$ cat src/rtl/gpu_mem_arbiter_pkg.sv
`default_nettype none
// ============================================================================
//  Module   : gpu_mem_arbiter_pkg
//  Purpose  : Shared GPU package. Holds the camera descriptor used by the
//             tile pipeline and the default sizing of the memory arbiter.
//  Contents : camera_t, GPU_NUM_MASTERS, GPU_MAX_PENDING, id_width()
//  Revision : 1.0 - initial release
// ============================================================================
package gpu_mem_arbiter_pkg;

  // Camera descriptor shared by the tile controllers.
  typedef struct packed {
    logic [15:0] pos_x;
    logic [15:0] pos_y;
    logic [15:0] pos_z;
    logic [7:0]  fov;
  } camera_t;

  // Default arbiter sizing: tile controllers sharing one port, and the
  // number of reads that may be accepted before the first answer returns.
  localparam int GPU_NUM_MASTERS = 4;
  localparam int GPU_MAX_PENDING = 4;

  // Width of a requester ID; a single requester still needs one bit.
  function automatic int id_width(input int n);
    return (n > 1) ? $clog2(n) : 1;
  endfunction

endpackage
`default_nettype wire

$ cat src/rtl/gpu_mem_arbiter_rsp_id_fifo.sv
`default_nettype none
// ============================================================================
//  Module   : rsp_id_fifo
//  Purpose  : Records the requester ID of every accepted read so that the
//             in-order read responses can be routed back to their owner.
//  Ports    : clock, reset      - rising-edge clock, synchronous reset
//             push, push_id     - append an ID at the tail
//             pop               - drop the head entry
//             full, empty, head - status and current head ID
//  Revision : 1.0 - initial release
// ============================================================================
module rsp_id_fifo #(
  parameter int DEPTH = 4,
  parameter int WIDTH = 2
) (
  input  logic             clock,
  input  logic             reset,
  input  logic             push,
  input  logic [WIDTH-1:0] push_id,
  input  logic             pop,
  output logic             full,
  output logic             empty,
  output logic [WIDTH-1:0] head
);

  localparam int PTR_W = (DEPTH > 1) ? $clog2(DEPTH) : 1;
  localparam int CNT_W = $clog2(DEPTH + 1);

  logic [WIDTH-1:0] mem [DEPTH];
  logic [PTR_W-1:0] wr_ptr;
  logic [PTR_W-1:0] rd_ptr;
  logic [CNT_W-1:0] count;
  logic             do_push;
  logic             do_pop;

  // DEPTH need not be a power of two, so wrap explicitly.
  function automatic logic [PTR_W-1:0] ptr_inc(input logic [PTR_W-1:0] p);
    return (p == PTR_W'(DEPTH - 1)) ? '0 : p + PTR_W'(1);
  endfunction

  assign full  = (count == CNT_W'(DEPTH));
  assign empty = (count == '0);
  assign head  = mem[rd_ptr];

  // A push into a full FIFO is legal when the head leaves in the same cycle.
  assign do_pop  = pop & ~empty;
  assign do_push = push & (~full | do_pop);

  always_ff @(posedge clock) begin
    if (do_push) begin
      mem[wr_ptr] <= push_id;
    end
  end

  always_ff @(posedge clock) begin
    if (reset) begin
      wr_ptr <= '0;
      rd_ptr <= '0;
      count  <= '0;
    end else begin
      if (do_push) begin
        wr_ptr <= ptr_inc(wr_ptr);
      end
      if (do_pop) begin
        rd_ptr <= ptr_inc(rd_ptr);
      end
      case ({do_push, do_pop})
        2'b10:   count <= count + CNT_W'(1);
        2'b01:   count <= count - CNT_W'(1);
        default: count <= count;
      endcase
    end
  end

endmodule
`default_nettype wire

$ cat src/rtl/gpu_mem_arbiter.sv
`default_nettype none
// ============================================================================
//  Module   : gpu_mem_arbiter
//  Purpose  : Round-robin arbiter letting NUM_MASTERS Avalon-MM tile
//             controllers share one memory master port. One transfer per
//             grant; reads are tracked so responses return to their owner.
//  Ports    : clock, reset                         - clock, sync reset
//             s_address/s_writedata/s_write/s_read - per-requester commands
//             s_waitrequest/s_readdata/
//             s_readdatavalid                      - per-requester responses
//             m1_address/m1_writedata/
//             m1_write/m1_read                     - shared command
//             m1_waitrequest/m1_readdata/
//             m1_readdatavalid                     - shared response
//             rsp_error                            - sticky orphan-response flag
//  Revision : 1.0 - initial release
// ============================================================================
module gpu_mem_arbiter
  import gpu_mem_arbiter_pkg::*;
#(
  parameter int NUM_MASTERS = GPU_NUM_MASTERS,
  parameter int ADDR_BITS   = 32,
  parameter int DATA_BITS   = 8,
  parameter int MAX_PENDING = GPU_MAX_PENDING
) (
  input  logic                                 clock,
  input  logic                                 reset,
  input  logic [NUM_MASTERS-1:0][ADDR_BITS-1:0] s_address,
  input  logic [NUM_MASTERS-1:0][DATA_BITS-1:0] s_writedata,
  input  logic [NUM_MASTERS-1:0]                s_write,
  input  logic [NUM_MASTERS-1:0]                s_read,
  output logic [NUM_MASTERS-1:0]                s_waitrequest,
  output logic [NUM_MASTERS-1:0][DATA_BITS-1:0] s_readdata,
  output logic [NUM_MASTERS-1:0]                s_readdatavalid,
  output logic [ADDR_BITS-1:0]                  m1_address,
  output logic [DATA_BITS-1:0]                  m1_writedata,
  output logic                                  m1_write,
  output logic                                  m1_read,
  input  logic                                  m1_waitrequest,
  input  logic [DATA_BITS-1:0]                  m1_readdata,
  input  logic                                  m1_readdatavalid,
  output logic                                  rsp_error
);

  localparam int ID_W = id_width(NUM_MASTERS);

  logic [NUM_MASTERS-1:0] req;
  logic [ID_W-1:0]        last_grant;
  logic                   locked;
  logic [ID_W-1:0]        lock_id;
  logic [ID_W-1:0]        winner;
  logic [ID_W-1:0]        cand;
  logic                   granted;
  logic                   win_is_write;
  logic                   win_is_read;
  logic                   read_blocked;
  logic                   forwarded;
  logic                   accepted;
  logic                   push;
  logic                   pop;
  logic                   fifo_full;
  logic                   fifo_empty;
  logic [ID_W-1:0]        fifo_head;
  logic                   rsp_error_q;

  assign req = s_read | s_write;

  // Winner selection: a stalled transfer keeps its grant; otherwise scan
  // starting just after the last accepted requester.
  always_comb begin
    winner  = lock_id;
    granted = 1'b0;
    cand    = '0;
    if (locked) begin
      granted = req[lock_id];
    end else begin
      for (int k = 1; k <= NUM_MASTERS; k++) begin
        cand = ID_W'((int'(last_grant) + k) % NUM_MASTERS);
        if (!granted && req[cand]) begin
          winner  = cand;
          granted = 1'b1;
        end
      end
    end
    if (reset) begin
      granted = 1'b0;
    end
  end

  // Read+write together is treated as a write only.
  assign win_is_write = s_write[winner];
  assign win_is_read  = s_read[winner] & ~s_write[winner];

  assign pop          = m1_readdatavalid & ~fifo_empty & ~reset;
  // A read may not go out when its ID has nowhere to go this cycle.
  assign read_blocked = win_is_read & fifo_full & ~pop;
  assign forwarded    = granted & ~read_blocked;
  assign accepted     = forwarded & ~m1_waitrequest;
  assign push         = accepted & win_is_read;

  assign m1_read      = forwarded & win_is_read;
  assign m1_write     = forwarded & win_is_write;
  assign m1_address   = forwarded ? s_address[winner]   : '0;
  assign m1_writedata = forwarded ? s_writedata[winner] : '0;

  always_comb begin
    s_waitrequest = '0;
    for (int i = 0; i < NUM_MASTERS; i++) begin
      if (reset) begin
        s_waitrequest[i] = 1'b1;
      end else if (req[i]) begin
        s_waitrequest[i] = (forwarded && (winner == ID_W'(i))) ? m1_waitrequest : 1'b1;
      end
    end
  end

  // Zero-latency routing of the returning read to the oldest outstanding ID.
  always_comb begin
    s_readdata      = '0;
    s_readdatavalid = '0;
    if (pop) begin
      s_readdata[fifo_head]      = m1_readdata;
      s_readdatavalid[fifo_head] = 1'b1;
    end
  end

  always_ff @(posedge clock) begin
    if (reset) begin
      last_grant  <= ID_W'(NUM_MASTERS - 1);
      locked      <= 1'b0;
      lock_id     <= '0;
      rsp_error_q <= 1'b0;
    end else begin
      if (accepted) begin
        last_grant <= winner;
        locked     <= 1'b0;
      end else if (forwarded) begin
        locked     <= 1'b1;
        lock_id    <= winner;
      end else begin
        locked     <= 1'b0;
      end
      if (m1_readdatavalid && fifo_empty) begin
        rsp_error_q <= 1'b1;
      end
    end
  end

  assign rsp_error = rsp_error_q;

  rsp_id_fifo #(
    .DEPTH (MAX_PENDING),
    .WIDTH (ID_W)
  ) u_rsp_id_fifo (
    .clock   (clock),
    .reset   (reset),
    .push    (push),
    .push_id (winner),
    .pop     (pop),
    .full    (fifo_full),
    .empty   (fifo_empty),
    .head    (fifo_head)
  );

endmodule
`default_nettype wire

$ cat config.mk
export PLATFORM = sky130hd
export DESIGN_NAME = gpu_mem_arbiter
export DESIGN_NICKNAME = d
export VERILOG_FILES = /design/src/rtl/gpu_mem_arbiter_pkg.sv /design/src/rtl/gpu_mem_arbiter_rsp_id_fifo.sv /design/src/rtl/gpu_mem_arbiter.sv
export SDC_FILE = /design/constraint.sdc
export NUM_CORES = 1
export LEC_CHECK = 0
export BUFFER_PORTS_ARGS = -buffer_cell sky130_fd_sc_hd__buf_4
export CAP_MARGIN = 25
export CORE_MARGIN = 4
export CORE_UTILIZATION = 38
export DETAILED_ROUTE_END_ITERATION = 16
export PLACE_DENSITY = 0.79
export SLEW_MARGIN = 0
export SYNTH_ARGS = -nofsm -noshare
export SYNTH_HDL_FRONTEND = slang
export SYNTH_HIERARCHICAL = 1
export SYNTH_SLANG_ARGS = --single-unit
$ cat constraint.sdc
create_clock -name clock -period 4 [get_ports clock]
set_input_delay 0.6 -clock clock [delete_from_list [all_inputs] [get_ports clock]]
set_output_delay 0.6 -clock clock [all_outputs]
set_load 0.01 [all_outputs]
==> results.rst, run 1 <==
.. list-table::
   :header-rows: 1

   * - Metric
     - Value
   * - Final weighted congestion in routability-driven placement
     - slightly below 0.9
   * - Clock insertion delay at the later pin of the skew report
     - approximately 0.26 ns
   * - Total DRC errors in the routed layout
     - 0
   * - CP Data Arrival Time
     - around 3.2 ns
   * - All-layer global routing usage
     - 0.227
   * - Number of antenna violations at the first check in global routing
     - 0
   * - Mean instance size in the synthesized netlist
     - around 9 sq um
   * - Floorplan die height
     - around 100 um
   * - Smallest setup slack after layout
     - ~0.19 ns
   * - Routed wire length
     - between 10000 and 15000 um
   * - Capturing point of the worst reg2reg path
     - u_rsp_id_fifo/count[1]
   * - Worst-path fanout max
     - 23
   * - Final core area utilization
     - 0.607
   * - Final ANT Viol Nets
     - 0
   * - Number of buffers inserted for hold repair after clock tree synthesis
     - 0
   * - Critical Path Source Type
     - input pin
   * - Worst Hold Depth
     - 2
   * - Met1 wire length
     - roughly 4500 um
   * - Largest net degree at the start of global routing
     - between 60 and 70
   * - Worst Max-Slew Pin Slew
     - approximately 0.85 ns
   * - Number of clock sinks
     - 23
   * - Register-to-register setup slack
     - between 0.2 and 0.3 ns
   * - Number of distinct library cells after synthesis
     - 58
   * - Number of core rows
     - 35
   * - Pre-CTS worst setup slack
     - -0.0193 ns
   * - Overall die width
     - around 100 um
   * - IR drop worst, VDD
     - between 0.1 and 0.15 mV
   * - Clock-pin slew reported for the worst setup and hold paths after clock tree synthesis
     - 0.08 ns
   * - Total met3 wirelength after detailed routing
     - approximately 1400 um
   * - Violation count after the first detailed-routing iteration
     - ~170
   * - Flip-flop and latch count after synthesis
     - 23
   * - IO buf count
     - 262
   * - Cell family with the largest share of critical-path delay
     - compound AO/OA/AOI/OAI gates
   * - Pwr per Cell Area
     - 236 nW/um^2
   * - Main synth FF type
     - sky130_fd_sc_hd__dfxtp_1
   * - Congestion Overflow GR
     - 0
   * - Data required, critical path
     - 3.40 ns
   * - Number of CTS-inserted buffers
     - 3
   * - Clock tree from TritonCTS
     - built
   * - Boundary Pins
     - between 200 and 300
   * - Maximum clock frequency
     - around 260 MHz
   * - Clock tree buffer depth
     - 2
   * - Hold Crit Class
     - reg -> reg
   * - Number of maximum-capacitance violations
     - 0
   * - Net count after synthesis
     - between 500 and 600
   * - Endpoint, Worst Hold
     - rsp_error
   * - Post-detailed-placement half-perimeter wirelength
     - approximately 11000 um
   * - Worst path most repeated cell
     - sky130_fd_sc_hd__buf_4
   * - Via/cell ratio
     - 5.33
   * - Final critical path time including I/O delays and setup
     - ~3.8 ns
   * - Share of synthesized area occupied by flip-flops and latches
     - 0.151
   * - Setup repair after global routing missed its margin
     - false
   * - Diode insertion count for antenna repair
     - 0
   * - CP Capture Type
     - output pin
   * - Pleak
     - approximately 2.7 nW
   * - Fraction of final layout cells with drive strength greater than 1
     - 0.591
   * - Area fraction of the dominant cell type after synthesis
     - 0.137
   * - Top cells by area, synth
     - sky130_fd_sc_hd__a211oi_2 (14%), sky130_fd_sc_hd__mux2_2 (14%), sky130_fd_sc_hd__mux2i_1 (13%)
   * - Number of synthesized flops with an enable pin
     - 8
   * - Cells after Synth
     - between 300 and 400
   * - Final-stage net count
     - 833
   * - Skew final
     - approximately 0.0034 ns
   * - Max H-tree Level
     - 1
   * - Via count
     - between 4000 and 5000
   * - Initial Util
     - 0.388
   * - Die Outline Area
     - 11000 sq um
   * - Number of cell instances on the worst register-to-register path
     - 13
   * - Setup-failing EPs final
     - 0
   * - Fraction of the cycle the final worst path needs
     - 0.952
   * - Final-layout fill cell count
     - around 770
   * - Total standard cell area after synthesis
     - 3570 sq um
   * - Final hold viol count
     - 0
   * - Layout overhead on the synthesized area
     - 56.4%
   * - Worst stage delay on the critical path
     - 0.36 ns
   * - Via count of the first global-routing pass
     - between 4000 and 5000
   * - Clock tree root driver cell
     - sky130_fd_sc_hd__clkbuf_8
   * - Worst hold start
     - rsp_error
   * - Result of the run
     - finished clean
   * - Crit Path Category
     - in -> out
   * - Number of warnings issued by yosys
     - 6
   * - Met2 routed wirelength
     - just under 7000 um
   * - Worst-case headroom to the max-slew limit
     - 0.435
   * - Setup Total Neg Slack
     - 0 ns
   * - Routed wire length per instance
     - between 15 and 20 um
   * - CP max stage cell
     - sky130_fd_sc_hd__o31ai_2
   * - Synth async-reset ratio
     - 0
   * - Fin. max-slew vios
     - 0
   * - Total power
     - roughly 0.0013 W
   * - Global-route wire length before repair
     - 20400 um
   * - Crit path buf inv count
     - 3
   * - Number of iterations in the first detailed-routing pass
     - 5
   * - Area leader, netlist
     - sky130_fd_sc_hd__a211oi_2
   * - Cells along the critical path
     - buf_4 > or2_1 > a32o_1 > o21a_1 > o31ai_2 > o21ai_0 > and4_4 > a31o_2 > buf_4 > a211oi_2 > buf_4
   * - Uppermost layer routed
     - met4
   * - Worst R2R Start
     - last_grant[1]
   * - Area of the core region
     - 9200 sq um
synthesized netlist by cell type, drive strengths merged, types with 3 or more instances:
library cell and instances:
nand2 7, o21ai 5, buf 20, nor2 63, or2 8, mux2 45
ha 5, nand3 4, a31oi 7, nor2b 5, dfxtp 15, o21a 3
mux4 3, a211oi 41, and2 39, mux2i 45, clkbuf 13, a21oi 6
nand2b 3, inv 13, edfxtp 8, nor3 7, nor3b 4
worst max-delay path by stage:
stage                     cells after the start                      to  startpoint  slack [ns]
after floorplan                              17  u_rsp_id_fifo/count[2]   s_read[1]        0.03
after global placement                       16  u_rsp_id_fifo/count[2]   s_read[3]        0.02
after detailed placement                     16  u_rsp_id_fifo/count[1]   s_read[1]       -0.02
after CTS                                    12         m1_writedata[7]   s_read[3]        0.11
after global routing                         16  u_rsp_id_fifo/count[1]   s_read[1]        0.03
final                                        11           m1_address[3]   s_read[0]        0.19
worst register-to-register path: cells and delay by family, from the launching register on:
family | cells | cell delay [ns]
buffers and inverters | 1 | 0.07
adder cells (fa/ha/maj) | 1 | 0.44
AND/OR/NAND/NOR | 5 | 1.43
AO/OA/AOI/OAI | 6 | 1.19
flip-flops | 1 | 0.49
cell usage in the layout (no fill, tap or decap), drive strengths merged, types with 6 or more instances in the layout:
cell type,netlist,final
buf,20,276
nor2,63,63
mux2i,45,45
mux2,45,45
a211oi,41,41
and2,39,39
dfxtp,15,15
inv,13,13
edfxtp,8,8
or2,8,8
nor3,7,7
nand2,7,7
a31oi,7,7
a21oi,6,6
layer usage:
layer  GRT usage  up-vias
met1       0.242     1852
met4      0.0769        0
met2       0.416      205
met3      0.0778       29
met5           0        -
li1            -     1947
registers in the layout (all words and copies together) (netlist names), named ones only:
register              cells
u_rsp_id_fifo/mem         8
u_rsp_id_fifo/count       3
last_grant                2
lock_id                   2
u_rsp_id_fifo/rd_ptr      2
u_rsp_id_fifo/wr_ptr      2
locked                    1
rsp_error                 1
what timing repair did:
action / CTS / global route
setup endpoints to repair: 0 / 1
setup buffers: 0 / 0
resized for setup: 0 / 2
stage by stage:
step                hold slack [ns]  area (sq um)  instances
finish                        0.494          5580        757
detailed placement            0.470          5530        753
CTS                           0.491          5570        757
floorplan                     0.495          3570        399
global placement              0.467          5530        753
global route                  0.515          5580        757
cell families (layout without fill, tap and decap cells):
| group | after synthesis | in the layout | share of synthesized area |
|---|---|---|---|
| and+or+nand+nor | 149 | 149 | 0.216 |
| muxes | 93 | 93 | 0.287 |
| AOI/OAI and AO/OA | 80 | 80 | 0.223 |
| buffers and inverters | 46 | 293 | 0.0946 |
| DFF | 23 | 23 | 0.151 |
| adders and majority gates | 6 | 6 | 0.0231 |
| xor gates and xnor gates | 2 | 2 | 0.00491 |
power by group:
part	switching (W)	total [W]	internal, W
registers	0.0000138	0.000269	0.000255
clock network	0.0000725	0.000142	0.0000695
logic	0.000435	0.000909	0.000474
total	0.000521	0.00132	0.000798
final cells by class:
cell class                 count  area (sq um)  area share
inverter                      13          48.8     0.00874
multi-input combinational    330          2710       0.486
tap                          111           139      0.0249
timing repair buffer         276          2100       0.376
clock inverter                 1          5.00    0.000896
sequential                    23           541      0.0968
clock buffer                   3          41.3     0.00740
(Power assumes the default switching activity.)
==> inputs of run 2 (changes only) <==
ABC_AREA = 1   (was default)
CORE_AREA = 4 4 100 102   (was default)
CORE_MARGIN = default   (was 4)
CORE_UTILIZATION = default   (was 38)
DIE_AREA = 0 0 104 106   (was default)
PLACE_DENSITY = 0.72   (was 0.79)
SKIP_CTS_REPAIR_TIMING = 1   (was default)
==> results.rst, run 2 <==
.. list-table::
   :header-rows: 1

   * - Metric
     - Value
   * - Area leader, netlist
     - sky130_fd_sc_hd__nand2_1
   * - Fraction of final layout cells with drive strength greater than 1
     - 0.434
   * - Number of clock sinks
     - 23
   * - Synth async-reset ratio
     - 0
   * - Floorplan die height
     - ~110 um
   * - Mean instance size in the synthesized netlist
     - approximately 6 sq um
   * - Leading cell types in the layout, fill and taps excluded
     - sky130_fd_sc_hd__buf_4 (268), sky130_fd_sc_hd__nand2_1 (138), sky130_fd_sc_hd__nor2_1 (56), sky130_fd_sc_hd__inv_1 (48)
   * - Most numerous cell types in the synthesized netlist
     - sky130_fd_sc_hd__nand2_1 (138), sky130_fd_sc_hd__nor2_1 (58), sky130_fd_sc_hd__inv_1 (48)
   * - Number of antenna violations at the first check in global routing
     - 1
   * - Clock tree from TritonCTS
     - built
   * - Final weighted congestion in routability-driven placement
     - about 1
   * - Data required, critical path
     - around 3.4 ns
   * - Cells after Synth
     - approximately 470
   * - Pleak
     - around 2.6 nW
   * - Fin. max-slew vios
     - 0
   * - Clock insertion delay at the later pin of the skew report
     - roughly 0.26 ns
   * - Number of synthesized flops with an enable pin
     - 8
   * - Number of CTS-inserted buffers
     - 3
   * - Net count after synthesis
     - roughly 660
   * - Skew final
     - roughly 0.0058 ns
   * - CP Data Arrival Time
     - 3.18 ns
   * - M1 GR Usage
     - 0.269
   * - Number of maximum-capacitance violations
     - 0
   * - Total standard cell area after synthesis
     - 2840 sq um
   * - Top cells by area, synth
     - sky130_fd_sc_hd__nand2_1 (18%), sky130_fd_sc_hd__a22oi_1 (11%), sky130_fd_sc_hd__dfxtp_1 (11%)
   * - Number of distinct library cells after synthesis
     - 35
   * - Crit Path Category
     - in -> out
   * - Max H-tree Level
     - 1
   * - Total DRC errors in the routed layout
     - 0
   * - Maximum clock frequency
     - roughly 260 MHz
   * - Share of synthesized area occupied by flip-flops and latches
     - 0.191
   * - Clock-pin slew reported for the worst setup and hold paths after clock tree synthesis
     - around 0.08 ns
   * - Busiest layer in global routing
     - met2
   * - Flip-flop and latch count after synthesis
     - 23
   * - All-layer global routing usage
     - 0.247
   * - Worst-case headroom to the max-slew limit
     - 0.716
   * - Worst Max-Slew Pin Slew
     - 0.426 ns
   * - Via count
     - 4314
   * - Final hold viol count
     - 0
   * - Worst-path fanout max
     - 30
   * - Routed wire length per instance
     - 17.9 um
   * - Global-route wire length before repair
     - between 20000 and 25000 um
   * - Layout overhead on the synthesized area
     - 76.7%
   * - Most common library cell in the layout ignoring fill and taps
     - sky130_fd_sc_hd__buf_4
   * - Main synth FF type
     - sky130_fd_sc_hd__dfxtp_1
   * - Pwr per Cell Area
     - 245 nW/um^2
   * - Fraction of met3 tracks used by global routing
     - 0.0601
   * - Hold Crit Class
     - reg -> reg
   * - Area fraction of the dominant cell type after synthesis
     - 0.183
   * - Final ANT Viol Nets
     - 0
   * - Fraction of the cycle the final worst path needs
     - 0.945
   * - Congestion Overflow GR
     - 0
   * - Number of iterations in the first detailed-routing pass
     - 7
   * - Number of cells after detailed placement
     - between 800 and 900
   * - Max FFs per register
     - 8
   * - Via count of the first global-routing pass
     - just over 4000
   * - Number of core rows
     - 35
   * - Initial Util
     - 0.311
   * - Result of the run
     - finished clean
   * - Smallest setup slack after layout
     - roughly 0.22 ns
   * - Register-to-register setup slack
     - between 0.7 and 0.8 ns
   * - Die Outline Area
     - around 11000 sq um
   * - Routed wire length
     - approximately 15000 um
   * - Setup-failing EPs final
     - 0
   * - Post-detailed-placement half-perimeter wirelength
     - 12900 um
   * - Leading cell type by number of instances after synthesis
     - sky130_fd_sc_hd__nand2_1
   * - Number of warnings issued by yosys
     - 6
   * - Boundary Pins
     - 263
   * - Clock tree buffer depth
     - 2
   * - Overall die width
     - ~100 um
   * - Pre-CTS worst setup slack
     - around 0.29 ns
   * - Via/cell ratio
     - between 5 and 6
   * - Area of the core region
     - between 9000 and 10000 sq um
   * - IR drop worst, VDD
     - approximately 0.16 mV
   * - Final-stage net count
     - approximately 900
   * - Critical Path Source Type
     - input pin
   * - Met2 Use GR
     - 0.483
   * - Largest net degree at the start of global routing
     - 42
   * - Setup Total Neg Slack
     - 0 ns
   * - IO buf count
     - 262
   * - Largest registers
     - u_rsp_id_fifo/mem (8), u_rsp_id_fifo/count (3)
   * - Final critical path time including I/O delays and setup
     - 3.78 ns
   * - Clock tree root driver cell
     - sky130_fd_sc_hd__clkbuf_8
   * - Register with the highest flop count
     - u_rsp_id_fifo/mem
   * - Violation count after the first detailed-routing iteration
     - 246
   * - Min Hold Slack
     - 0.484 ns
   * - Number of cells in the finished layout apart from fillers
     - between 800 and 900
   * - CP Capture Type
     - output pin
   * - Setup repair after global routing missed its margin
     - false
run 2: cell types whose count changed after synthesis, moves of 7 or more:
cell	before	now
sky130_fd_sc_hd__a211oi_2	39	0
sky130_fd_sc_hd__a22oi_1	0	40
sky130_fd_sc_hd__a31oi_1	7	40
sky130_fd_sc_hd__and2_1	39	0
sky130_fd_sc_hd__buf_2	3	10
sky130_fd_sc_hd__buf_6	8	0
sky130_fd_sc_hd__inv_1	13	48
sky130_fd_sc_hd__mux2_2	43	0
sky130_fd_sc_hd__mux2i_1	45	0
sky130_fd_sc_hd__nand2_1	7	138
sky130_fd_sc_hd__nand2_2	0	7
sky130_fd_sc_hd__nand3_1	4	20
sky130_fd_sc_hd__nand4_1	0	14
run 2: report_power, final:
part	switching [W]	internal [W]	leakage, nW
clock network	0.0000676	0.0000692	0.0255
registers	0.0000160	0.000259	0.196
logic	0.000443	0.000375	2.37
total	0.000527	0.000702	2.59
run 2: cells by family (layout without fill, tap and decap cells):
group	after synthesis	after routing	share of synthesized area
AO/OA/AOI/OAI	108	108	0.262
adder cells (fa/ha/maj)	6	6	0.0291
buffers and inverters	76	331	0.112
flip-flops	23	23	0.191
other	0	1	0
AND/OR/NAND/NOR	258	258	0.406
run 2: worst paths after layout:
path	from	to	cells past startpoint
worst max-delay path	s_read[1]	m1_writedata[2]	18
worst min-delay path	rsp_error	rsp_error	2
worst max register to register	last_grant[0]	u_rsp_id_fifo/count[1]	21
worst min register to register	rsp_error	rsp_error	2
run 2: through the flow:
step | util | instance area [sq um] | total power (W)
floorplan | - | 2840 | 0.000699
global placement | 0.545 | 4960 | 0.00110
detailed placement | 0.545 | 4960 | 0.00110
CTS | 0.550 | 5010 | 0.00124
global route | 0.550 | 5010 | 0.00132
finish | 0.550 | 5010 | 0.00123
run 2: worst max-delay path, stage by stage:
cell and delay (ns):
sky130_fd_sc_hd__buf_4 0.12, sky130_fd_sc_hd__nor2_2 0.23, sky130_fd_sc_hd__nand2_1 0.14, sky130_fd_sc_hd__nand3_1 0.13, sky130_fd_sc_hd__nand2_1 0.10, sky130_fd_sc_hd__o21ai_0 0.19, sky130_fd_sc_hd__nand2_1 0.07, sky130_fd_sc_hd__nand3_1 0.11
sky130_fd_sc_hd__nand2_2 0.10, sky130_fd_sc_hd__nand2_4 0.12, sky130_fd_sc_hd__nand3_1 0.08, sky130_fd_sc_hd__nand2_1 0.11, sky130_fd_sc_hd__nor2_4 0.06, sky130_fd_sc_hd__nand3_4 0.10, sky130_fd_sc_hd__nand2_2 0.18, sky130_fd_sc_hd__buf_12 0.23
sky130_fd_sc_hd__a31oi_1 0.30, sky130_fd_sc_hd__buf_4 0.20
run 2: layer usage:
metal / part of all wire / wire length [um]
met1: 0.36 / 5380
met2: 0.53 / 7990
met3: 0.085 / 1280
met4: 0.024 / 365
met5: 0 / 0
run 2: cell type report:
class / count / area, sq um
flip-flops and latches: 23 / 541
inverters: 55 / 209
repair buffers: 272 / 2090
clock buffers: 3 / 41.3
clock inverters: 1 / 5.00
diodes: 1 / 2.50
well taps: 111 / 139
multi-input cells: 372 / 1980
fillers: 884 / 4100
==> inputs of run 3 (changes only) <==
CORE_AREA = default   (was 4 4 100 102)
CORE_MARGIN = 4   (was default)
CORE_UTILIZATION = 30   (was default)
DIE_AREA = default   (was 0 0 104 106)
PLACE_DENSITY = 0.7   (was 0.72)
REMOVE_ABC_BUFFERS = 1   (was default)
==> results.rst, run 3 (synthesis results as in run 2) <==
.. list-table::
   :header-rows: 1

   * - Metric
     - Value
   * - Result of the run
     - finished clean
   * - Final hold viol count
     - 0
   * - IO buf count
     - between 200 and 300
   * - Setup-failing EPs final
     - 0
   * - Via count
     - between 4000 and 5000
   * - Hold Crit Class
     - reg -> reg
   * - Capturing point of the worst reg2reg path
     - u_rsp_id_fifo/count[1]
   * - Final ANT Viol Nets
     - 0
   * - CP max stage cell
     - sky130_fd_sc_hd__a31oi_1
   * - Pleak
     - 2.64 nW
   * - Via/cell ratio
     - slightly above 5
   * - Register-to-register setup slack
     - between 0.8 and 0.9 ns
   * - Final-stage net count
     - 922
   * - Crit Path Category
     - in -> out
   * - Floorplan die height
     - 105 um
   * - Max H-tree Level
     - 1
   * - Boundary Pins
     - about 260
   * - IR drop worst, VDD
     - ~0.12 mV
   * - Routed wire length per instance
     - 17.3 um
   * - Clock tree buffer depth
     - 2
   * - Clock insertion delay at the later pin of the skew report
     - between 0.2 and 0.3 ns
   * - CP Capture Type
     - output pin
   * - All-layer global routing usage
     - 0.252
   * - Uppermost layer routed
     - met4
   * - Overall die width
     - approximately 110 um
   * - Clock tree from TritonCTS
     - built
   * - Worst setup path endpoint
     - m1_address[9]
   * - Total DRC errors in the routed layout
     - 0
   * - Congestion Overflow GR
     - 0
   * - Number of antenna violations at the first check in global routing
     - 0
   * - Skew final
     - 0.00715 ns
   * - Via count of the first global-routing pass
     - roughly 4400
   * - Worst Setup SP
     - s_read[3]
   * - Fin. max-slew vios
     - 0
   * - Setup repair after global routing missed its margin
     - false
   * - Cells along the critical path
     - buf_4 > nor2_1 > nand2_1 > nand2_1 > nand2_1 > nand2_1 > nand3_1 > nand2_1 > nand2_1 > nand3_1 > nand2_2 > nand2_4 > nand3_1 > nand2_1 > nor2_4 > nand3_4 > nand2_2 > buf_12 > a31oi_1 > buf_4
   * - Final critical path time including I/O delays and setup
     - approximately 3.7 ns
   * - Area of the core region
     - about 9200 sq um
   * - Global-route wire length before repair
     - between 20000 and 25000 um
   * - CP Data Arrival Time
     - between 3 and 4 ns
   * - Worst path most repeated cell
     - sky130_fd_sc_hd__nand2_1
   * - Number of cell instances on the worst register-to-register path
     - 20
   * - Worst R2R Start
     - last_grant[1]
   * - Worst Max-Slew Pin Slew
     - between 0.7 and 0.8 ns
   * - Worst-path fanout max
     - 33
   * - Critical Path Source Type
     - input pin
   * - Largest net degree at the start of global routing
     - 42
   * - Post-detailed-placement half-perimeter wirelength
     - between 10000 and 15000 um
   * - Largest registers
     - u_rsp_id_fifo/mem (8), u_rsp_id_fifo/count (3)
   * - Met2 routed wirelength
     - between 7000 and 8000 um
   * - Number of iterations in the first detailed-routing pass
     - 5
   * - Worst stage delay on the critical path
     - 0.26 ns
   * - Met1 wire length
     - 5430 um
   * - Maximum clock frequency
     - ~270 MHz
   * - Fraction of final layout cells with drive strength greater than 1
     - 0.444
   * - Violation count after the first detailed-routing iteration
     - about 300
   * - Clock tree root driver cell
     - sky130_fd_sc_hd__clkbuf_8
   * - Fraction of the cycle the final worst path needs
     - 0.933
   * - Layout overhead on the synthesized area
     - 80.6%
   * - Initial Util
     - 0.307
   * - Total power
     - approximately 0.0013 W
   * - Min Hold Slack
     - ~0.49 ns
   * - Smallest setup slack after layout
     - approximately 0.27 ns
   * - Final weighted congestion in routability-driven placement
     - about 0.9
   * - Routed wire length
     - approximately 15000 um
   * - Total met3 wirelength after detailed routing
     - approximately 1600 um
   * - Number of core rows
     - 35
   * - Setup Total Neg Slack
     - 0 ns
   * - Number of CTS-inserted buffers
     - 3
   * - Number of maximum-capacitance violations
     - 0
   * - Leading cell types in the layout, fill and taps excluded
     - sky130_fd_sc_hd__buf_4 (278), sky130_fd_sc_hd__nand2_1 (138), sky130_fd_sc_hd__nor2_1 (56), sky130_fd_sc_hd__inv_1 (48), sky130_fd_sc_hd__a22oi_1 (40)
   * - Register with the highest flop count
     - u_rsp_id_fifo/mem
   * - Worst-case headroom to the max-slew limit
     - 0.526
   * - Pwr per Cell Area
     - 251 nW/um^2
   * - Die Outline Area
     - 11100 sq um
   * - Pre-CTS worst setup slack
     - between 0.02 and 0.03 ns
   * - Data required, critical path
     - between 3 and 4 ns
   * - Number of clock sinks
     - 23
   * - Diode insertion count for antenna repair
     - 0
   * - Final core area utilization
     - 0.554
   * - Max FFs per register
     - 8
   * - Most common library cell in the layout ignoring fill and taps
     - sky130_fd_sc_hd__buf_4
   * - Clock-pin slew reported for the worst setup and hold paths after clock tree synthesis
     - roughly 0.090 ns
==> run 3: changes by cell type in the layout (fill, tap and decap cells not counted) <==
cell | before | now
sky130_fd_sc_hd__dfxtp_1 | 15 | 14
sky130_fd_sc_hd__nor2_4 | 2 | 6
sky130_fd_sc_hd__nor2_2 | 8 | 4
sky130_fd_sc_hd__diode_2 | 1 | 0
sky130_fd_sc_hd__buf_4 | 268 | 278
sky130_fd_sc_hd__buf_12 | 4 | 3
sky130_fd_sc_hd__dfxtp_2 | 0 | 1
sky130_fd_sc_hd__a31oi_4 | 0 | 1
sky130_fd_sc_hd__a31oi_1 | 40 | 39
==> run 3: power by group <==
| group | switching (W) | total (W) | internal [W] |
|---|---|---|---|
| Combinational | 0.000471 | 0.000865 | 0.000394 |
| Clock | 0.0000773 | 0.000147 | 0.0000697 |
| Sequential | 0.0000161 | 0.000275 | 0.000259 |
==> run 3: area by class of cell <==
cell class | count | area, sq um
Inverter | 55 | 209
Timing Repair Buffer | 281 | 2150
Sequential cell | 23 | 542
Tap cell | 129 | 161
Clock buffer | 3 | 41.3
Multi-Input combinational cell | 372 | 2020
Fill cell | 904 | 4120
Clock inverter | 1 | 5.00
==> run 3: per-layer routing <==
layer | track usage | vias up
li1 | - | 2140
met1 | 0.283 | 2022
met2 | 0.447 | 249
met3 | 0.0808 | 36
met4 | 0.0843 | 0
met5 | 0 | -
==> run 3: worst min-delay path by stage <==
| stage | cells past startpoint | from | slack [ns] | to |
|---|---|---|---|---|
| 6_report | 2 | rsp_error | 0.49 | rsp_error |
| 5_1_grt | 2 | reset | 0.56 | u_rsp_id_fifo/count[0] |
| 4_1_cts | 2 | rsp_error | 0.49 | rsp_error |
| 3_5_place_dp | 2 | rsp_error | 0.47 | rsp_error |
| 3_3_place_gp | 2 | rsp_error | 0.45 | rsp_error |
| 2_1_floorplan | 2 | u_rsp_id_fifo/rd_ptr[1] | 0.48 | register |
==> run 3: metrics by stage <==
stage          instances  instance area, sq um
2_1_floorplan        450                  2730
3_3_place_gp         857                  5040
3_5_place_dp         857                  5040
4_1_cts              861                  5080
5_1_grt              864                  5120
6_report             864                  5120
==> run 3: critical path, delay by kind of cell <==
family                 cells  cell delay (ns)
buffers and inverters      3             0.54
AO/OA/AOI/OAI              1             0.26
AND/OR/NAND/NOR           16             1.70
